==> src/rtl/count_defs.sv <==
`default_nettype none
// ============================================================================
// Module      : count_defs (package)
// Description : Shared definitions for the count4 counter and its downstream
//               sequence checker: default count width and the checker FSM
//               state encoding.
// Revision    : 1.0 - initial release
// ============================================================================
package count_defs;

    // Default counter width, shared with count4.
    localparam int DEF_WIDTH = 4;

    // Checker FSM state encoding.
    typedef enum logic [1:0] {
        ST_IDLE = 2'd0,
        ST_SYNC = 2'd1,
        ST_LOCK = 2'd2
    } state_e;

endpackage : count_defs
`default_nettype wire

==> src/rtl/stat_counter.sv <==
`default_nettype none
// ============================================================================
// Module      : stat_counter
// Description : Statistics counter with synchronous clear. With SATURATE=0 it
//               wraps modulo 2^W; with SATURATE=1 it holds at all-ones.
//               clr has priority over inc.
// Ports       : clk   - clock, rising edge
//               reset - asynchronous active-low reset
//               clr   - synchronous clear (wins over inc)
//               inc   - count enable for one event
//               value - current count
// Revision    : 1.0 - initial release
// ============================================================================
module stat_counter
    import count_defs::*;
#(
    parameter int W        = 8,
    parameter int SATURATE = 0
) (
    input  logic         clk,
    input  logic         reset,
    input  logic         clr,
    input  logic         inc,
    output logic [W-1:0] value
);

    logic [W-1:0] value_q;
    logic [W-1:0] value_d;
    logic         w_at_limit;

    // A saturating counter refuses to step past all-ones; a wrapping one
    // never has a limit.
    generate
        if (SATURATE != 0) begin : g_sat
            assign w_at_limit = &value_q;
        end else begin : g_wrap
            assign w_at_limit = 1'b0;
        end
    endgenerate

    always_comb begin
        value_d = value_q;
        if (clr) begin
            value_d = '0;
        end else if (inc && !w_at_limit) begin
            value_d = value_q + 1'b1;
        end
    end

    always_ff @(posedge clk or negedge reset) begin
        if (!reset) begin
            value_q <= '0;
        end else begin
            value_q <= value_d;
        end
    end

    assign value = value_q;

endmodule : stat_counter
`default_nettype wire

==> src/rtl/count_seq_check.sv <==
`default_nettype none
// ============================================================================
// Module      : count_seq_check
// Description : Downstream checker for a free-running modulo-2^WIDTH counter.
//               Each qualified sample is classified against the previous one
//               as good (+1, including max->0 wrap), restart (0 after a
//               non-max value) or bad. An IDLE/SYNC/LOCK FSM tracks lock,
//               and wrap / error statistics are kept while locked.
// Ports       : clk        - clock, rising edge
//               reset      - asynchronous active-low reset
//               cnt_in     - sampled counter value
//               cnt_valid  - sample qualifier
//               clr        - synchronous clear of wrap_cnt/err_cnt/err_sticky
//               locked     - FSM is in LOCK
//               wrap_pulse - one-cycle pulse per wrap seen while locked
//               wrap_cnt   - wraps seen while locked (modulo 2^WRAP_W)
//               err_cnt    - bad steps seen while locked (saturates at 255)
//               err_sticky - set by first bad step in LOCK
//               last_cnt   - most recent sampled cnt_in
// Revision    : 1.0 - initial release
// ============================================================================
module count_seq_check
    import count_defs::*;
#(
    parameter int WIDTH     = DEF_WIDTH,
    parameter int WRAP_W    = 8,
    parameter int SYNC_LEN  = 2,
    parameter int ERR_LIMIT = 3
) (
    input  logic              clk,
    input  logic              reset,
    input  logic [WIDTH-1:0]  cnt_in,
    input  logic              cnt_valid,
    input  logic              clr,
    output logic              locked,
    output logic              wrap_pulse,
    output logic [WRAP_W-1:0] wrap_cnt,
    output logic [7:0]        err_cnt,
    output logic              err_sticky,
    output logic [WIDTH-1:0]  last_cnt
);

    localparam logic [WIDTH-1:0] c_cnt_max   = '1;
    localparam logic [2:0]       c_sync_len  = 3'(SYNC_LEN);
    localparam logic [2:0]       c_err_limit = 3'(ERR_LIMIT);

    state_e           state_q,      state_d;
    logic [WIDTH-1:0] prev_q,       prev_d;
    logic [2:0]       good_run_q,   good_run_d;
    logic [2:0]       bad_run_q,    bad_run_d;
    logic             locked_q,     locked_d;
    logic             wrap_pulse_q, wrap_pulse_d;
    logic             err_sticky_q, err_sticky_d;

    logic             w_step_good;
    logic             w_step_restart;
    logic             w_step_wrap;
    logic             w_wrap_inc;
    logic             w_err_inc;

    // Step classification. A 0 after max is a good wrap, so "restart" only
    // covers a 0 that did not follow max.
    always_comb begin
        w_step_good    = (cnt_in == prev_q + 1'b1);
        w_step_restart = !w_step_good && (cnt_in == '0);
        w_step_wrap    = w_step_good && (prev_q == c_cnt_max);
    end

    always_comb begin
        state_d      = state_q;
        prev_d       = prev_q;
        good_run_d   = good_run_q;
        bad_run_d    = bad_run_q;
        wrap_pulse_d = 1'b0;
        w_wrap_inc   = 1'b0;
        w_err_inc    = 1'b0;

        if (cnt_valid) begin
            // The reference always follows the input, so after a bad value
            // the checker judges the next sample against that bad value.
            prev_d = cnt_in;
            unique case (state_q)
                ST_IDLE: begin
                    state_d    = ST_SYNC;
                    good_run_d = '0;
                end
                ST_SYNC: begin
                    if (w_step_good) begin
                        good_run_d = good_run_q + 1'b1;
                        if (good_run_d == c_sync_len) begin
                            state_d   = ST_LOCK;
                            bad_run_d = '0;
                        end
                    end else begin
                        good_run_d = '0;
                    end
                end
                ST_LOCK: begin
                    if (w_step_good) begin
                        bad_run_d = '0;
                        if (w_step_wrap) begin
                            wrap_pulse_d = 1'b1;
                            w_wrap_inc   = 1'b1;
                        end
                    end else if (w_step_restart) begin
                        state_d    = ST_SYNC;
                        good_run_d = '0;
                    end else begin
                        w_err_inc = 1'b1;
                        bad_run_d = bad_run_q + 1'b1;
                        if (bad_run_d == c_err_limit) begin
                            state_d    = ST_SYNC;
                            good_run_d = '0;
                        end
                    end
                end
                default: begin
                    state_d    = ST_IDLE;
                    good_run_d = '0;
                    bad_run_d  = '0;
                end
            endcase
        end

        locked_d = (state_d == ST_LOCK);

        // clr beats a simultaneous error event.
        if (clr) begin
            err_sticky_d = 1'b0;
        end else if (w_err_inc) begin
            err_sticky_d = 1'b1;
        end else begin
            err_sticky_d = err_sticky_q;
        end
    end

    always_ff @(posedge clk or negedge reset) begin
        if (!reset) begin
            state_q      <= ST_IDLE;
            prev_q       <= '0;
            good_run_q   <= '0;
            bad_run_q    <= '0;
            locked_q     <= 1'b0;
            wrap_pulse_q <= 1'b0;
            err_sticky_q <= 1'b0;
        end else begin
            state_q      <= state_d;
            prev_q       <= prev_d;
            good_run_q   <= good_run_d;
            bad_run_q    <= bad_run_d;
            locked_q     <= locked_d;
            wrap_pulse_q <= wrap_pulse_d;
            err_sticky_q <= err_sticky_d;
        end
    end

    stat_counter #(
        .W        (WRAP_W),
        .SATURATE (0)
    ) u_wrap_cnt (
        .clk   (clk),
        .reset (reset),
        .clr   (clr),
        .inc   (w_wrap_inc),
        .value (wrap_cnt)
    );

    stat_counter #(
        .W        (8),
        .SATURATE (1)
    ) u_err_cnt (
        .clk   (clk),
        .reset (reset),
        .clr   (clr),
        .inc   (w_err_inc),
        .value (err_cnt)
    );

    assign locked     = locked_q;
    assign wrap_pulse = wrap_pulse_q;
    assign err_sticky = err_sticky_q;
    assign last_cnt   = prev_q;

endmodule : count_seq_check
`default_nettype wire
==> config.mk <==
export PLATFORM = sky130hd
export DESIGN_NAME = count_seq_check
export DESIGN_NICKNAME = d
export VERILOG_FILES = /design/src/rtl/count_defs.sv /design/src/rtl/stat_counter.sv /design/src/rtl/count_seq_check.sv
export SDC_FILE = /design/constraint.sdc
export NUM_CORES = 1
export LEC_CHECK = 0
export CAP_MARGIN = 20
export CORE_ASPECT_RATIO = 0.7
export CORE_MARGIN = 5
export CORE_UTILIZATION = 54
export CTS_BUF_LIST = sky130_fd_sc_hd__clkbuf_2
export CTS_CLUSTER_SIZE = 12
export DETAILED_ROUTE_END_ITERATION = 8
export HOLD_SLACK_MARGIN = 0.05
export PLACE_DENSITY = 0.82
export SLEW_MARGIN = 40
export SYNTH_ARGS = -nofsm -noshare
export SYNTH_HDL_FRONTEND = slang
export SYNTH_SLANG_ARGS = --single-unit
export TNS_END_PERCENT = 30
==> constraint.sdc <==
create_clock -name clk -period 2.7 [get_ports clk]
set_input_delay 0.54 -clock clk [delete_from_list [all_inputs] [get_ports clk]]
set_output_delay 0.54 -clock clk [all_outputs]
set_load 0.02 [all_outputs]
# --- After elaboration in Yosys (flattened, before gate mapping) ---
# Cells that the tools add are included.
word_totals:
  regBits: 31
  in_bits: 8
  wordCells: 71
op_classes:
  n_addsub: 5
  eq_ne: 12
  muxes: 31
  n_bitwise: 1
  n_reduce_logical: 13
ops:
  columns: ["op", "n"]
  rows:
  - ["$mux W8", 4]
  - ["$mux W3", 8]
  - ["$add A8 B1 Y8 const B", 2]
  - ["$mux W2", 6]
  - ["$mux W1", 10]
  - ["$pmux W3 S3", 1]
  - ["$reduce_and A8 Y1", 1]
  - ["$add A3 B1 Y3 const B", 2]
  - ["$eq A3 B2 Y1 const B", 2]
  - ["$ne A2 B2 Y1 const B", 3]
  - ["$ne A3 B3 Y1 const B", 2]
  - ["$pmux W2 S3", 1]
  - ["$pmux W3 S2", 1]
  - ["$reduce_bool A2 Y1", 3]
  - ["$reduce_and A5 Y1", 1]
  - ["$add A4 B1 Y4 const B", 1]
  - ["$eq A2 B2 Y1 const B", 2]
  - ["$eq A4 B4 Y1", 1]
  - ["$eq A4 B4 Y1 const B", 1]
  - ["$logic_not A4 Y1", 1]
  - ["$logic_and A1 B1 Y1", 3]
  - ["$reduce_and A3 Y1", 1]
  - ["$eq A2 B1 Y1 const B", 1]
  - ["$logic_not A1 Y1", 2]
  - ["2 further kinds", 2]

# --- Longest topological paths before layout ---
logic_depth:
  word_depth: 11
  ltp_mapped: 7
  depth_no_buf: 6

# --- By module ---
# A second synthesis with hierarchy kept.
unflattened:
  hier_cells: 174
  area_unflattened_um2: 1794.2
by_module_without_submodules:
  columns: ["mod", "n_inst", "cells_each", "area_each_um2", "seq_area_each_um2"]
  rows:
  - ["count_seq_check", 1, 90, 892.1, 375.4]
  - ["stat_counter at u_err_cnt", 1, 47, 505.5, 200.2]
  - ["stat_counter at u_wrap_cnt", 1, 37, 396.6, 200.2]

# --- Worst setup path before layout ---
# Ideal clock, no wire load.
synth_timing:
  path_kind: "reg-to-reg"
  from: "register prev_q[0], in the netlist last_cnt[0]"
  to: "register u_wrap_cnt.value_q[4], in the netlist u_wrap_cnt.value[4]"
  t_arrival_ns: 2.010
  required_time_ns: 2.622
  setup_slack_ns: 0.612
  stages_incl_launch_ff: 8
  path_buffers: 1
  synth_period_minus_slack_ns: 2.088
  path_cell_list: "dfrtp_1 ha_1 xnor3_1 and3_1 nand3_2 buf_4 or3_1 a21oi_1"
synth_between:
  elab_chain_len: 8
  elab_cells_between_ends: 9
  classes_between: "add/sub (1); eq/ne (2); mux (4); reduce/logical (2)"
synth_lines:
  columns: ["element", "line", "rtl"]
  rows:
  - ["from (decl)", "count_seq_check.sv:48", "logic [WIDTH-1:0] prev_q, prev_d;"]
  - ["from (signal assigned)", "count_seq_check.sv:148", "prev_q <= prev_d;"]
  - ["$add A4 B1 Y4", "count_seq_check.sv:64", "w_step_good = (cnt_in == prev_q + 1'b1);"]
  - ["$eq A4 B4 Y1", "count_seq_check.sv:64", null]
  - ["$logic_and A1 B1 Y1", "count_seq_check.sv:66", "w_step_wrap = w_step_good && (prev_q == c_cnt_max);"]
  - ["$mux W1", "count_seq_check.sv:101", "if (w_step_wrap) begin"]
  - ["$mux W1 *", "count_seq_check.sv:99", "if (w_step_good) begin"]
  - ["$mux W1 *", "count_seq_check.sv:82", "unique case (state_q)"]
  - ["$mux W1 *", "count_seq_check.sv:78", "if (cnt_valid) begin"]
  - ["$reduce_bool A2 Y1 (no line) *", null, null]
  - ["to (signal assigned)", "stat_counter.sv:54", "value_q <= value_d;"]
  - ["to (decl)", "stat_counter.sv:27", "logic [W-1:0] value_q;"]
# Mark *: on every way between the ends. The rest lies on a longest branch, timed or not.
# A chain may end at the register's enable or synchronous reset.

# --- Final worst setup path ---
layout_timing:
  from: "register prev_q[0], in the netlist last_cnt[0]"
  to: "register bad_run_q[2]"
layout_between:
  elab_chain_len: 6
  elab_cells_between_ends: 9
  classes_between: "add/sub (1); eq/ne (3); mux (2); reduce/logical (3)"
layout_lines:
  columns: ["element", "line", "rtl"]
  rows:
  - ["$add A4 B1 Y4 *", "count_seq_check.sv:64", null]
  - ["$eq A4 B4 Y1 *", "count_seq_check.sv:64", null]
  - ["$logic_not A1 Y1", "count_seq_check.sv:65", "w_step_restart = !w_step_good && (cnt_in == '0);"]
  - ["$logic_and A1 B1 Y1", "count_seq_check.sv:65", null]
  - ["$ne A3 B3 Y1 (no line)", null, null]
  - ["$reduce_and A5 Y1 (no line)", null, null]
  - ["to (signal assigned)", "count_seq_check.sv:150", "bad_run_q <= bad_run_d;"]
  - ["to (decl)", "count_seq_check.sv:50", "logic [2:0] bad_run_q, bad_run_d;"]
# Marks and branches as above.

==> results.cfg <==
[worst_setup_path]
endpoint_kind = register
arrival_ns = 2.61
r2r_end = bad_run_q[2]
reg2reg_depth = 6
required_ns = 2.98
crit_path_max_fanout = 12
endpoint = bad_run_q[2]
critical_path_class = reg2reg
crit_start = last_cnt[0]
startpoint_type = register
r2r_slack_ns = 0.37
reg2reg_from = last_cnt[0]

[yosys]
yosysTopAreaCell = dfrtp_1
ys_ff_latch = 31
synth_common_cells = dfrtp_1, nand2_1, a21oi_1
yosys_most_used_dff = dfrtp_1
syn_nets = 189
synthArstFlopShare_pct = 100.0
yosys_warnings = 0
synth_cell_types = 46
syn_inst = 174
synth_top_cell_area_share_pct = 44.93
syn-cell-area_um2 = 1727
ys_seq_area_share_pct = 44.93
syn-mean-instance-area_um2 = 9.923
synth-edff-count = 0
yosysMostFrequentCell = dfrtp_1
synthTopCellsByArea = dfrtp_1, ha_1, a21oi_1

[grt]
use_met3_pct = 6.467
gr-total-overflow = 0
grt_use_met1_pct = 25.53
grt_use_total_pct = 18.36
grt_pass1_vias = 1405
grt_max_degree = 32
grt_pass1_wl_mm = 6.582
top_usage_layer = met2
grt_util_met2_pct = 26.28
antenna_found_initial = 0

[cts]
clock_latency_ns = 0.37
post_cts_resize_count = 0
h-tree-depth = 2
cts_tree = built
clkSlewWorstSetupHoldPaths_ns = 0.16
cts-root-buf = clkbuf_2
post_cts_buffers = 0
ctsHoldBuffers = 0
clockBufferDepth = 2
cts_buffers = 5
cts_sinks = 31

[timing]
setup_viol = 0
fmax_mhz = 429.2
slew_headroom_pct = 53.95
finalCriticalPeriod_ns = 2.330
timing.final.crit_share_pct = 86.29
setup-tns-final_ns = 0
worst_hold_slack_ns = 0.5329
tightest_slew_ns = 0.6883
skew_ns = 0.005430
worst_slack_ns = 0.3703
rsz0062_at_grt = no
finalHoldViolCount = 0
finalMaxSlewViolations = 0

[die]
die_height_um = 57.31
row_count = 17
initial_core_util_pct = 55.60
io_pins = 31
dieArea_um2 = 4446
core-area_um2 = 3105
fp.dieW_um = 77.59

[placed_design]
hpwl_mm = 2.905
routabilityCongestion = 0.8817
dp_slack_ns = 0.1232
portBuffers = 30
dp.cells = 245

[routing]
vias = 1505
drt-pass1-iter-count = 4
drcViolationCount = 0
drt-vias-per-instance = 5.949
drt_iter0_markers = 138
wl_per_cell_um = 15.15
ant_nets = 0
totalWireLength_mm = 3.832

[final_layout]
fin_nets = 229
antennaDiodeCount = 0
syn2layout_area_growth_pct = 24.35
fill_cells = 236
drive_above_1_share_pct = 13.95
instances_no_fill = 253

[power_and_ir_drop]
switchingPower_uw = 271.5
peakVddDrop_uv = 333.9
pwr-share-comb_pct = 18.6
p_sw_share_pct = 30.40
pwr-share-clk_pct = 24.7
seqPwrFrac_pct = 56.7
p_leak_nw = 0.9115
intPower_uw = 621.7
p_per_area_nw_per_um2 = 416.0

[outcome]
status = finished clean

[flow_run]
max-cap-violations = 0

[hold_path]
min_path_type = in2async
==> power groups by stage <==
stage	sequential, mW	combinational (mW)	clock [mW]
final	0.507	0.166	0.221
after detailed placement	0.516	0.166	0
after CTS	0.507	0.167	0.225
after global routing	0.511	0.184	0.250
after floorplan	0.518	0.0937	0
after global placement	0.512	0.159	0
==> layout by cell type, fill, tap and decap left out, types with 6 or more instances in the layout <==
cell type and count:
dfrtp_1 31, clkdlybuf4s50_1 30, nand2_1 13, a21oi_1 12
nand3_1 11, nor2_1 11, inv_1 8, o21ai_0 8
buf_4 8, ha_1 7, o31ai_1 6
==> sequential cells by signal, summed over array words and instances (netlist names) <==
| signal | flops |
|---|---|
| state_q | 2 |
| u_wrap_cnt.value | 8 |
| good_run_q | 3 |
| wrap_pulse | 1 |
| locked | 1 |
| err_sticky | 1 |
| last_cnt | 4 |
| u_err_cnt.value | 8 |
| bad_run_q | 3 |
==> routing by layer <==
metal | vias up | share of wire (%)
met4 | 0 | 0.65
met3 | 4 | 9.7
met1 | 700 | 45
li1 | 723 | -
met5 | - | 0
met2 | 78 | 44
==> final cells by class <==
type                    count  area (um2)  share of cell area [%]
repair buffers             38       360.3                   16.78
clock buffers               5       25.02                   1.166
multi-input cells         130       893.4                   41.61
inverters                   8       30.03                   1.399
clock inverters             3       15.01                  0.6993
flip-flops and latches     31       775.7                   36.13
well taps                  38       47.55                   2.214
==> cell families after synthesis <==
family                     synth area share (%)
and+or+nand+nor                           20.80
AOI/OAI and AO/OA                         15.22
DFF                                       44.93
buffers and inverters                     3.332
xor gates and xnor gates                  6.232
muxes                                     4.420
adders and majority gates                 5.072
==> through the flow <==
stage | utilization (%) | power (mW) | cell area, um2
floorplan | - | 0.6114 | 1727
global placement | 67.85 | 0.6708 | 2107
detailed placement | 67.85 | 0.6819 | 2107
CTS | 69.14 | 0.8984 | 2147
global route | 69.14 | 0.9440 | 2147
finish | 69.14 | 0.8933 | 2147
==> critical path, stage by stage, from the launching register on <==
cell	delay [ns]
dfrtp_1	0.46
ha_1	0.24
xnor3_1	0.39
nand3_1	0.11
nor2_1	0.55
o211ai_1	0.26
a21o_1	0.23
==> worst min-delay path by stage <==
stage	start	to	slack [ns]	cells after the start
6_report	reset	u_err_cnt.value[1]	0.53	2
5_1_grt	reset	u_err_cnt.value[1]	0.54	2
4_1_cts	err_sticky	err_sticky	0.53	2
2_1_floorplan	reset	bad_run_q[0]	0.24	0
3_3_place_gp	bad_run_q[2]	bad_run_q[2]	0.48	1
3_5_place_dp	bad_run_q[2]	bad_run_q[2]	0.51	1
Power figures use the tool's default switching activity.
